[config.mk]
export PLATFORM = sky130hd
export DESIGN_NAME = memory_arbiter
export DESIGN_NICKNAME = d
export VERILOG_FILES = /design/src/rtl/memory_arbiter_pkg.sv /design/src/rtl/memory_arbiter_rr.sv /design/src/rtl/memory_arbiter.sv
export SDC_FILE = /design/constraint.sdc
export NUM_CORES = 1
export LEC_CHECK = 0
export ABC_AREA = 1
export BUFFER_PORTS_ARGS = -buffer_cell sky130_fd_sc_hd__buf_4
export CAP_MARGIN = 30
export CORE_AREA = 2 2 98 100
export CTS_CLUSTER_DIAMETER = 60
export DETAILED_ROUTE_END_ITERATION = 7
export DIE_AREA = 0 0 100 102
export SETUP_SLACK_MARGIN = 0.2
export SKIP_CTS_REPAIR_TIMING = 1
export SLEW_MARGIN = 0
export SYNTH_ARGS = -nofsm -noshare
export SYNTH_HDL_FRONTEND = slang
export SYNTH_SLANG_ARGS = --single-unit
[constraint.sdc]
create_clock -name clka -period 2 [get_ports clka]
set_input_delay 0.2 -clock clka [delete_from_list [all_inputs] [get_ports clka]]
set_output_delay 0.2 -clock clka [all_outputs]
set_load 0.005 [all_outputs]
[src/rtl/memory_arbiter_pkg.sv]
// Shared types and constants for the two-port memory arbiter.
// Build option: MEMORY_ARBITER_DUAL_ISSUE_EN (see memory_arbiter.sv).
package memory_arbiter_pkg;

   // Lock FSM: idle round-robin, or bus held by port 0 / port 1
   typedef enum logic [1:0] {
      ARB_IDLE  = 2'd0,
      ARB_LOCK0 = 2'd1,
      ARB_LOCK1 = 2'd2
   } arb_state_t;

   // Requester indices into the valid/grant vectors
   localparam int PORT_CPU    = 0;
   localparam int PORT_LOADER = 1;

   // Lock counter width; the extra bit keeps the counter from ever wrapping
   function automatic int lock_cnt_width(input int lock_max);
      return $clog2(lock_max) + 1;
   endfunction

endpackage

[src/rtl/memory_arbiter_rr.sv]
// Two-way round-robin picker. Produces a one-hot grant among the requesters
// that are both valid and allowed; on contention the port that did not win
// last time is chosen.
module memory_arbiter_rr
   import memory_arbiter_pkg::*;
(
   input  logic [1:0] valid,
   input  logic       last_grant,
   input  logic [1:0] allow,
   output logic [1:0] grant
);

   logic [1:0] eligible;

   // Mask requests, then break a tie in favour of the port that lost last time
   always_comb begin
      eligible = valid & allow;
      grant    = eligible;
      if (eligible == 2'b11) begin
         grant                = 2'b00;
         grant[PORT_CPU]      = last_grant;
         grant[PORT_LOADER]   = ~last_grant;
      end
   end

endmodule

[src/rtl/memory_arbiter.sv]
// Shares one simple-dual-port memory between a CPU port (0) and a loader/DMA
// port (1). Round-robin arbitration, bounded bus lock for bursts, 1-cycle
// read response latency.
// Build option: define MEMORY_ARBITER_DUAL_ISSUE_EN to let a read on one
// port and a write on the other (different addresses) issue together while
// idle. Requests carrying a lock flag never dual-issue, so that lock entry
// always belongs to exactly one port.
module memory_arbiter
   import memory_arbiter_pkg::*;
#(
   parameter int ADDRESS_WIDTH = 12,
   parameter int DATA_WIDTH    = 32,
   parameter int LOCK_MAX      = 16
)(
   input  logic                     clka,
   input  logic                     rsta,
   input  logic                     req_valid_0,
   input  logic                     req_write_0,
   input  logic                     req_lock_0,
   input  logic [ADDRESS_WIDTH-1:0] req_address_0,
   input  logic [DATA_WIDTH-1:0]    req_wdata_0,
   input  logic                     req_valid_1,
   input  logic                     req_write_1,
   input  logic                     req_lock_1,
   input  logic [ADDRESS_WIDTH-1:0] req_address_1,
   input  logic [DATA_WIDTH-1:0]    req_wdata_1,
   output logic                     req_ready_0,
   output logic                     req_ready_1,
   output logic                     rsp_valid_0,
   output logic [DATA_WIDTH-1:0]    rsp_data_0,
   output logic                     rsp_valid_1,
   output logic [DATA_WIDTH-1:0]    rsp_data_1,
   output logic                     mem_enable_read,
   output logic [ADDRESS_WIDTH-1:0] mem_read_address,
   output logic                     mem_enable_write,
   output logic [ADDRESS_WIDTH-1:0] mem_write_address,
   output logic [DATA_WIDTH-1:0]    mem_write_data,
   input  logic [DATA_WIDTH-1:0]    mem_read_data
);

   localparam int                CNT_W    = lock_cnt_width(LOCK_MAX);
   localparam logic [CNT_W-1:0]  CNT_LAST = CNT_W'(LOCK_MAX - 1);

   arb_state_t        state_q, state_d;
   logic              last_grant_q, last_grant_d;
   logic [CNT_W-1:0]  lock_cnt_q, lock_cnt_d;
   logic [1:0]        rsp_pend_q, rsp_pend_d;

   logic [1:0] valid;
   logic [1:0] allow;
   logic [1:0] rr_grant;
   logic [1:0] grant;
   logic [1:0] accept;
   logic [1:0] is_write;
   logic [1:0] rd_acc;
   logic [1:0] wr_acc;
   logic       dual_ok;

   assign valid    = {req_valid_1, req_valid_0};
   assign is_write = {req_write_1, req_write_0};

   // A lock restricts eligibility to its owner, even when the owner is idle
   always_comb begin
      allow = 2'b11;
      case (state_q)
         ARB_LOCK0: allow = 2'b01;
         ARB_LOCK1: allow = 2'b10;
         default:   allow = 2'b11;
      endcase
   end

   memory_arbiter_rr u_rr (
      .valid      (valid),
      .last_grant (last_grant_q),
      .allow      (allow),
      .grant      (rr_grant)
   );

   // Decide whether a read/write pair may share the cycle (optional feature)
   always_comb begin
`ifdef MEMORY_ARBITER_DUAL_ISSUE_EN
      dual_ok = (state_q == ARB_IDLE) && req_valid_0 && req_valid_1 &&
                (req_write_0 != req_write_1) &&
                (req_address_0 != req_address_1) &&
                !req_lock_0 && !req_lock_1;
`else
      dual_ok = 1'b0;
`endif
   end

   // Final grant, suppressed while reset is held
   always_comb begin
      grant  = dual_ok ? 2'b11 : rr_grant;
      if (rsta) begin
         grant = 2'b00;
      end
      accept = valid & grant;
      rd_acc = accept & ~is_write;
      wr_acc = accept & is_write;
   end

   assign req_ready_0 = grant[PORT_CPU];
   assign req_ready_1 = grant[PORT_LOADER];

   // Steer the accepted read and/or write onto the memory pins
   always_comb begin
      mem_enable_read   = |rd_acc;
      mem_read_address  = rd_acc[PORT_LOADER] ? req_address_1 : req_address_0;
      mem_enable_write  = |wr_acc;
      mem_write_address = wr_acc[PORT_LOADER] ? req_address_1 : req_address_0;
      mem_write_data    = wr_acc[PORT_LOADER] ? req_wdata_1 : req_wdata_0;
   end

   // Next-state logic: round-robin history, lock FSM and read-response tag
   always_comb begin
      state_d      = state_q;
      last_grant_d = last_grant_q;
      lock_cnt_d   = lock_cnt_q;
      rsp_pend_d   = rd_acc;

      if (accept == 2'b01) begin
         last_grant_d = 1'b0;
      end else if (accept == 2'b10) begin
         last_grant_d = 1'b1;
      end

      case (state_q)
         ARB_IDLE: begin
            lock_cnt_d = '0;
            if (accept[PORT_CPU] && req_lock_0) begin
               state_d = ARB_LOCK0;
            end else if (accept[PORT_LOADER] && req_lock_1) begin
               state_d = ARB_LOCK1;
            end
         end
         ARB_LOCK0: begin
            lock_cnt_d = lock_cnt_q + CNT_W'(1);
            if ((accept[PORT_CPU] && !req_lock_0) || (lock_cnt_q == CNT_LAST)) begin
               state_d      = ARB_IDLE;
               lock_cnt_d   = '0;
               last_grant_d = 1'b0;
            end
         end
         ARB_LOCK1: begin
            lock_cnt_d = lock_cnt_q + CNT_W'(1);
            if ((accept[PORT_LOADER] && !req_lock_1) || (lock_cnt_q == CNT_LAST)) begin
               state_d      = ARB_IDLE;
               lock_cnt_d   = '0;
               last_grant_d = 1'b1;
            end
         end
         default: begin
            state_d    = ARB_IDLE;
            lock_cnt_d = '0;
         end
      endcase
   end

   // State registers; reset drops any in-flight read response
   always_ff @(posedge clka or posedge rsta) begin
      if (rsta) begin
         state_q      <= ARB_IDLE;
         last_grant_q <= 1'b1;
         lock_cnt_q   <= '0;
         rsp_pend_q   <= 2'b00;
      end else begin
         state_q      <= state_d;
         last_grant_q <= last_grant_d;
         lock_cnt_q   <= lock_cnt_d;
         rsp_pend_q   <= rsp_pend_d;
      end
   end

   assign rsp_valid_0 = rsp_pend_q[PORT_CPU];
   assign rsp_valid_1 = rsp_pend_q[PORT_LOADER];
   assign rsp_data_0  = mem_read_data;
   assign rsp_data_1  = mem_read_data;

endmodule
# Word level (Yosys, flattened, before mapping)
# Index checks and enable logic that the tools add are counted.
[totals]
regBits = 10
in_bits = 128
[op_classes]
n_addsub = 1
eq_ne = 9
n_mux = 19
n_bitwise = 6
n_reduce_logical = 12
[ops]
columns = ["op", "n"]
rows = [
  ["32-bit 2-to-1 mux", 1],
  ["12-bit 2-to-1 mux", 2],
  ["2-bit 2-to-1 mux", 6],
  ["5-bit 2-to-1 mux", 2],
  ["5-bit one-hot mux with 2 select lines", 1],
  ["2-bit AND", 4],
  ["2-bit == test, second input constant", 3],
  ["2-bit one-hot mux with 3 select lines", 1],
  ["5-bit by 1-bit adder with 5-bit output, second input constant", 1],
  ["5-bit by 4-bit == test with 1-bit output, second input constant", 1],
  ["2-bit by 1-bit == test with 1-bit output, second input constant", 2],
  ["1-bit logical AND", 4],
  ["1-bit 2-to-1 mux", 4],
  ["2-bit inequality test, second input constant", 2],
  ["2-bit one-hot mux with 2 select lines", 1],
  ["2-bit OR reduction", 2],
  ["3-bit inequality test, second input constant", 1],
  ["3-bit AND reduction", 1],
  ["1-bit zero test", 2],
  ["2-bit zero test", 1],
  ["1-bit logical OR", 2],
  ["2-bit NOT", 1],
  ["1-bit one-hot mux with 2 select lines", 1],
  ["1-bit NOT", 1],
]

# Longest topological paths before layout
[depth]
ltp_word = 12
mapped_depth = 11
depth_no_buf = 10

# Modules after synthesis
# A second synthesis with hierarchy kept.
[hier_totals]
hier_cells = 324
area_unflattened_um2 = 1936.9
[modules_own_cells]
columns = ["mod", "instances", "cells_per_inst", "area_per_inst_um2"]
rows = [
  ["memory_arbiter", 1, 316, 1905.6],
  ["memory_arbiter_rr", 1, 8, 31.3],
]

# Least setup slack after synthesis
# Ideal clock, no wire load.
[synth_timing]
kind = "flip-flop to output port"
startpoint = "register state_q[1]"
endpoint = "output mem_write_data[10]"
arrival_time_ps = 1407
slack_ps = 393
path_stages_with_launch = 12
path_cell_list = "dfrtp_1 > inv_1 > ha_1 > inv_2 > nand2_2 > nor2_4 > nand2_4 > nor2_8 > buf_8 > buf_6 > nand2_1 > nand2_1"
[synth_via]
elab_chain_len = 9
elab_cells_between_ends = 10
cone_classes = "eq/ne (3); mux (4); bitwise (3)"
[synth_lines]
columns = ["element", "line_no", "rtl"]
rows = [
  ["start: declaration", "memory_arbiter.sv:44", "arb_state_t state_q, state_d;"],
  ["start signal: assignment", "memory_arbiter.sv:167", "state_q <= state_d;"],
  ["2-bit == test / 2-bit by 1-bit == test with 1-bit output (equally long branches)", "memory_arbiter.sv:65", "case (state_q)"],
  ["2-bit one-hot mux with 2 select lines (*)", "memory_arbiter.sv:65", ""],
  ["2-bit AND (*)", "memory_arbiter_rr.sv:17", "eligible = valid & allow;"],
  ["2-bit == test", "memory_arbiter_rr.sv:19", "if (eligible == 2'b11) begin"],
  ["2-bit 2-to-1 mux (*)", "memory_arbiter_rr.sv:19", ""],
  ["2-bit 2-to-1 mux (*)", "memory_arbiter.sv:94", "if (rsta) begin"],
  ["2-bit AND (*)", "memory_arbiter.sv:97", "accept = valid & grant;"],
  ["2-bit AND (*)", "memory_arbiter.sv:99", "wr_acc = accept & is_write;"],
  ["32-bit 2-to-1 mux (*)", "memory_arbiter.sv:111", "mem_write_data = wr_acc[PORT_LOADER] ? req_wdata_1 : req_wdata_0;"],
  ["end: declaration", "memory_arbiter.sv:37", "output logic [DATA_WIDTH-1:0] mem_write_data,"],
]
# Every way passes the cells marked *; elsewhere a longest branch is shown, timed or not.

# Final worst setup path
[layout_timing]
startpoint = "register state_q[1]"
endpoint = "output mem_write_address[3]"
[layout_via]
elab_chain_len = 9
elab_cells_between_ends = 10
cone_classes = "eq/ne (3); mux (4); bitwise (3)"
[layout_lines]
columns = ["element", "line_no", "rtl"]
rows = [
  ["2-bit == test / 2-bit by 1-bit == test with 1-bit output (equally long branches)", "memory_arbiter.sv:65", ""],
  ["2-bit one-hot mux with 2 select lines (*)", "memory_arbiter.sv:65", ""],
  ["2-bit AND (*)", "memory_arbiter_rr.sv:17", ""],
  ["2-bit == test", "memory_arbiter_rr.sv:19", ""],
  ["2-bit 2-to-1 mux (*)", "memory_arbiter_rr.sv:19", ""],
  ["2-bit 2-to-1 mux (*)", "memory_arbiter.sv:94", ""],
  ["2-bit AND (*)", "memory_arbiter.sv:97", ""],
  ["2-bit AND (*)", "memory_arbiter.sv:99", ""],
  ["12-bit 2-to-1 mux (*)", "memory_arbiter.sv:110", "mem_write_address = wr_acc[PORT_LOADER] ? req_address_1 : req_address_0;"],
  ["end: declaration", "memory_arbiter.sv:36", "output logic [ADDRESS_WIDTH-1:0] mem_write_address,"],
]
# Marks and branches as above.

==> summary.md <==
| Metric | Value |
|---|---|
| Startpoint Class | flip-flop |
| Routed Antenna Nets | 0 |
| PwrDens | 502 nW/um^2 |
| Clock Power Share | ~13% |
| Post-DP HPWL | 5920 um |
| Post-synth net total | between 400 and 500 |
| Post-synth top area share | around a quarter |
| Setup violators final | between 50 and 60 |
| Final worst-path setup slack | -0.130 ns |
| Min-delay worst type | in2async |
| Initial antenna violation count | 0 |
| Cts bufs inserted | 3 |
| Root buffer cell | clkbuf_8 |
| Tcrit/Tclk final | 107% |
| Vias in the first global route | 1818 |
| Tot GR Track Use | between 10 and 15% |
| RSZ-0062 raised after global routing | true |
| Via density | ~4.3 |
| GR Overflow Total | 0 |
| Io pins | ~250 |
| Dpl cell area | about 2700 sq um |
| Met3 usage | 9.10% |
| Number of flops mapped to enable cells by yosys | 0 |
| Longest Clk Path Bufs | 2 |
| FFs w/ async S/R, synth | 100% |
| Gate power share | 70.1% |
| Via count | 2257 |
| Core area | roughly 9000 sq um |
| Synthesis-to-finish area growth | 68.9% |
| P_sw | ~0.00062 W |
| Rows | 35 |
| PortBufs | 157 |
| Peak supply drop | 0.196 mV |
| Critical path origin | state_q[1] |
| Layout cells sized above 1 | roughly 59% |
| Final slew viol count | 0 |
| Reg-to-reg startpoint | state_q[1] |
| Die Width | around 100 um |
| Final GP Congestion | roughly 0.74 |
| Most frequent cell after synthesis | nand2_1 |
| Failing checks | negative hold slack, negative setup slack |
| CP max FO | 12 |
| Avg Cell Area, Syn | ~6 sq um |
| CP cell instances | buf_4, ha_1, inv_1, nand3_2, nand2_4, nor2_8, buf_12, clkbuf_16, o21ai_0, buf_4 |
| Fin util | between 30% and 40% |
| Post-synth top cells | 127 x nand2_1, 66 x buf_4, 27 x inv_1 |
| Status | finished, violations left |
| Inserted Diodes | 0 |
| Avg WL per Cell | between 15 and 20 um |
| Htree depth | 1 |
| Post-synth top flop | dfrtp_1 |
| Sequential share of the synthesized area | a little over an eighth |
| Bufs and invs on worst path | 5 |
| Hold Vio Cnt, Final | 9 |
| Synth area leader | buf_4 |
| Synth warn | 0 |
| GRT Max-Usage Layer | met2 |
| Slew @ Worst Pin | ~0.37 ns |
| Slowest cell delay on critical path | ~0.40 ns |
| DIE AREA | ~10000 sq um |
| Drt pass-1 iters | 4 |
| Clk pin slew, worst setup/hold paths | around 0.050 ns |
| Max_slew headroom | ~76% |
| CTS tree | built |
| Chip Height | 102 um |
| Slowest-stage cell, CP | dfrtp_1 |
| Pwr Total | between 0.0015 and 0.002 W |
| Clock sink count | 10 |
| Worst path required time | ~1.8 ns |
| Switching share of power | roughly two fifths |
| Maximum number of pins on one net before global-route repair | 34 |
| Syn Std Cell Area | around 1900 sq um |
| Total Routed Length | around 8000 um |
| Hold slack | -0.0206 ns |
| Maximum clock frequency | around 0.47 GHz |
| DRT iter0 DRCs | 44 |
| Final instance area | between 3000 and 4000 sq um |
| Post-route DRC | 0 |
| Met1 Resource Use GR | a little over a tenth |
| Starting density of the core | about a fifth |
| Reg power frac | between 10% and 20% |
| Max-cap violations | 0 |
| WP data arrival | 1.93 ns |
| Fin Clk Skew | roughly 0.0029 ns |
| Worst slack, placed | -0.0545 ns |
| Min cycle time layout | about 2.1 ns |
| Crit path capture type | primary output |
| Most used cell, CP | buf_4 |
| Largest cells by area after synthesis | buf_4 26%, nand2_1 25%, dfrtp_1 12%, inv_1 5.3%, o21ai_2 4.6% |
| Worst skew pair latency | about 0.23 ns |
| Cell variety after synth | 26 |
| Fin nets | 552 |
| Synthesized instance count | 311 |
| Yosys reg bits | 10 |
| Leakage | roughly 1.8 nW |
| GR Util met2 | about a fifth |
| Int Power | a little under 0.001 W |
| First-pass GRT wire length | between 9000 and 10000 um |
| Critical path class | reg2out |
| Delay-heaviest family, CP | buffers and inverters |
==> placed cells by master (no fill, tap or decap), types with 2 or more instances in the layout <==
master,netlist,layout
dfrtp_1,9,9
nand3_1,12,10
nand2_2,7,36
clkbuf_8,0,3
buf_4,66,152
clkbuf_16,0,5
nand3_2,0,2
nor2_4,2,2
ha_1,6,5
nor2_1,9,8
buf_12,1,4
o21ai_1,0,12
inv_1,27,26
nand2_4,1,10
inv_2,2,2
nand2_1,127,89
o21ai_0,15,2
buf_6,3,16
o21ai_2,10,11
==> path summary, 6_finish.rpt <==
kind,end,slack (ns),depth (start not counted)
setup / recovery,mem_write_address[3],-0.13,10
hold / removal,lock_cnt_q[0],-0.02,2
max in group asynchronous,last_grant_q,1.71,2
setup reg to reg,lock_cnt_q[3],0.29,10
min in group clka,rsp_pend_q[0],0.14,2
hold reg to reg,lock_cnt_q[0],0.46,1
==> cell families after synthesis <==
logic type	Yosys count	synth area share (%)
buffers and inverters	104	36.4
flip-flops	10	13.2
AO/OA/AOI/OAI	27	9.28
AND/OR/NAND/NOR	162	36.2
adder cells (fa/ha/maj)	6	3.95
XOR/XNOR	2	0.921
==> flip-flops by register name (all words and copies together) (netlist names) <==
register / count
last_grant_q: 1
lock_cnt_q: 5
rsp_pend_q: 2
state_q: 2
==> stage by stage <==
step,instances,TNS (ns),hold WS [ns]
2_1_floorplan,311,0,0.0395
5_1_grt,528,-9.91,0.0218
3_5_place_dp,507,-0.304,0.241
4_1_cts,511,-11.42,-0.0149
3_3_place_gp,507,0,0.230
6_report,528,-4.69,-0.0206
==> area by class of cell <==
type / instances / area [sq um]
fillers: 964 / 5900
repair buffers: 177 / 1530
multi-input cells: 197 / 1130
flip-flops and latches: 10 / 251
well taps: 111 / 139
inverters: 29 / 125
clock buffers: 4 / 45.0
==> per-layer routing <==
metal	wire, um	up-vias
met5	0	-
met4	50	0
met3	1340	8
met2	3950	155
met1	2660	1002
li1	-	1092
==> power groups by stage <==
stage | clock network, W | registers, W | logic, W
2_1_floorplan | 0 | 0.000267 | 0.000540
3_3_place_gp | 0 | 0.000271 | 0.000854
4_1_cts | 0.000219 | 0.000269 | 0.000873
5_1_grt | 0.000229 | 0.000276 | 0.00123
3_5_place_dp | 0 | 0.000272 | 0.000870
6_report | 0.000208 | 0.000274 | 0.00113
==> worst register-to-register path, delay by kind of cell, from the launching register on <==
family                   cells  cell delay [ns]
adder cells (fa/ha/maj)      1             0.16
AND/OR/NAND/NOR              6             0.68
buffers and inverters        3             0.40
flip-flops                   1             0.40
Note: power is estimated with default switching activity, not from simulation.
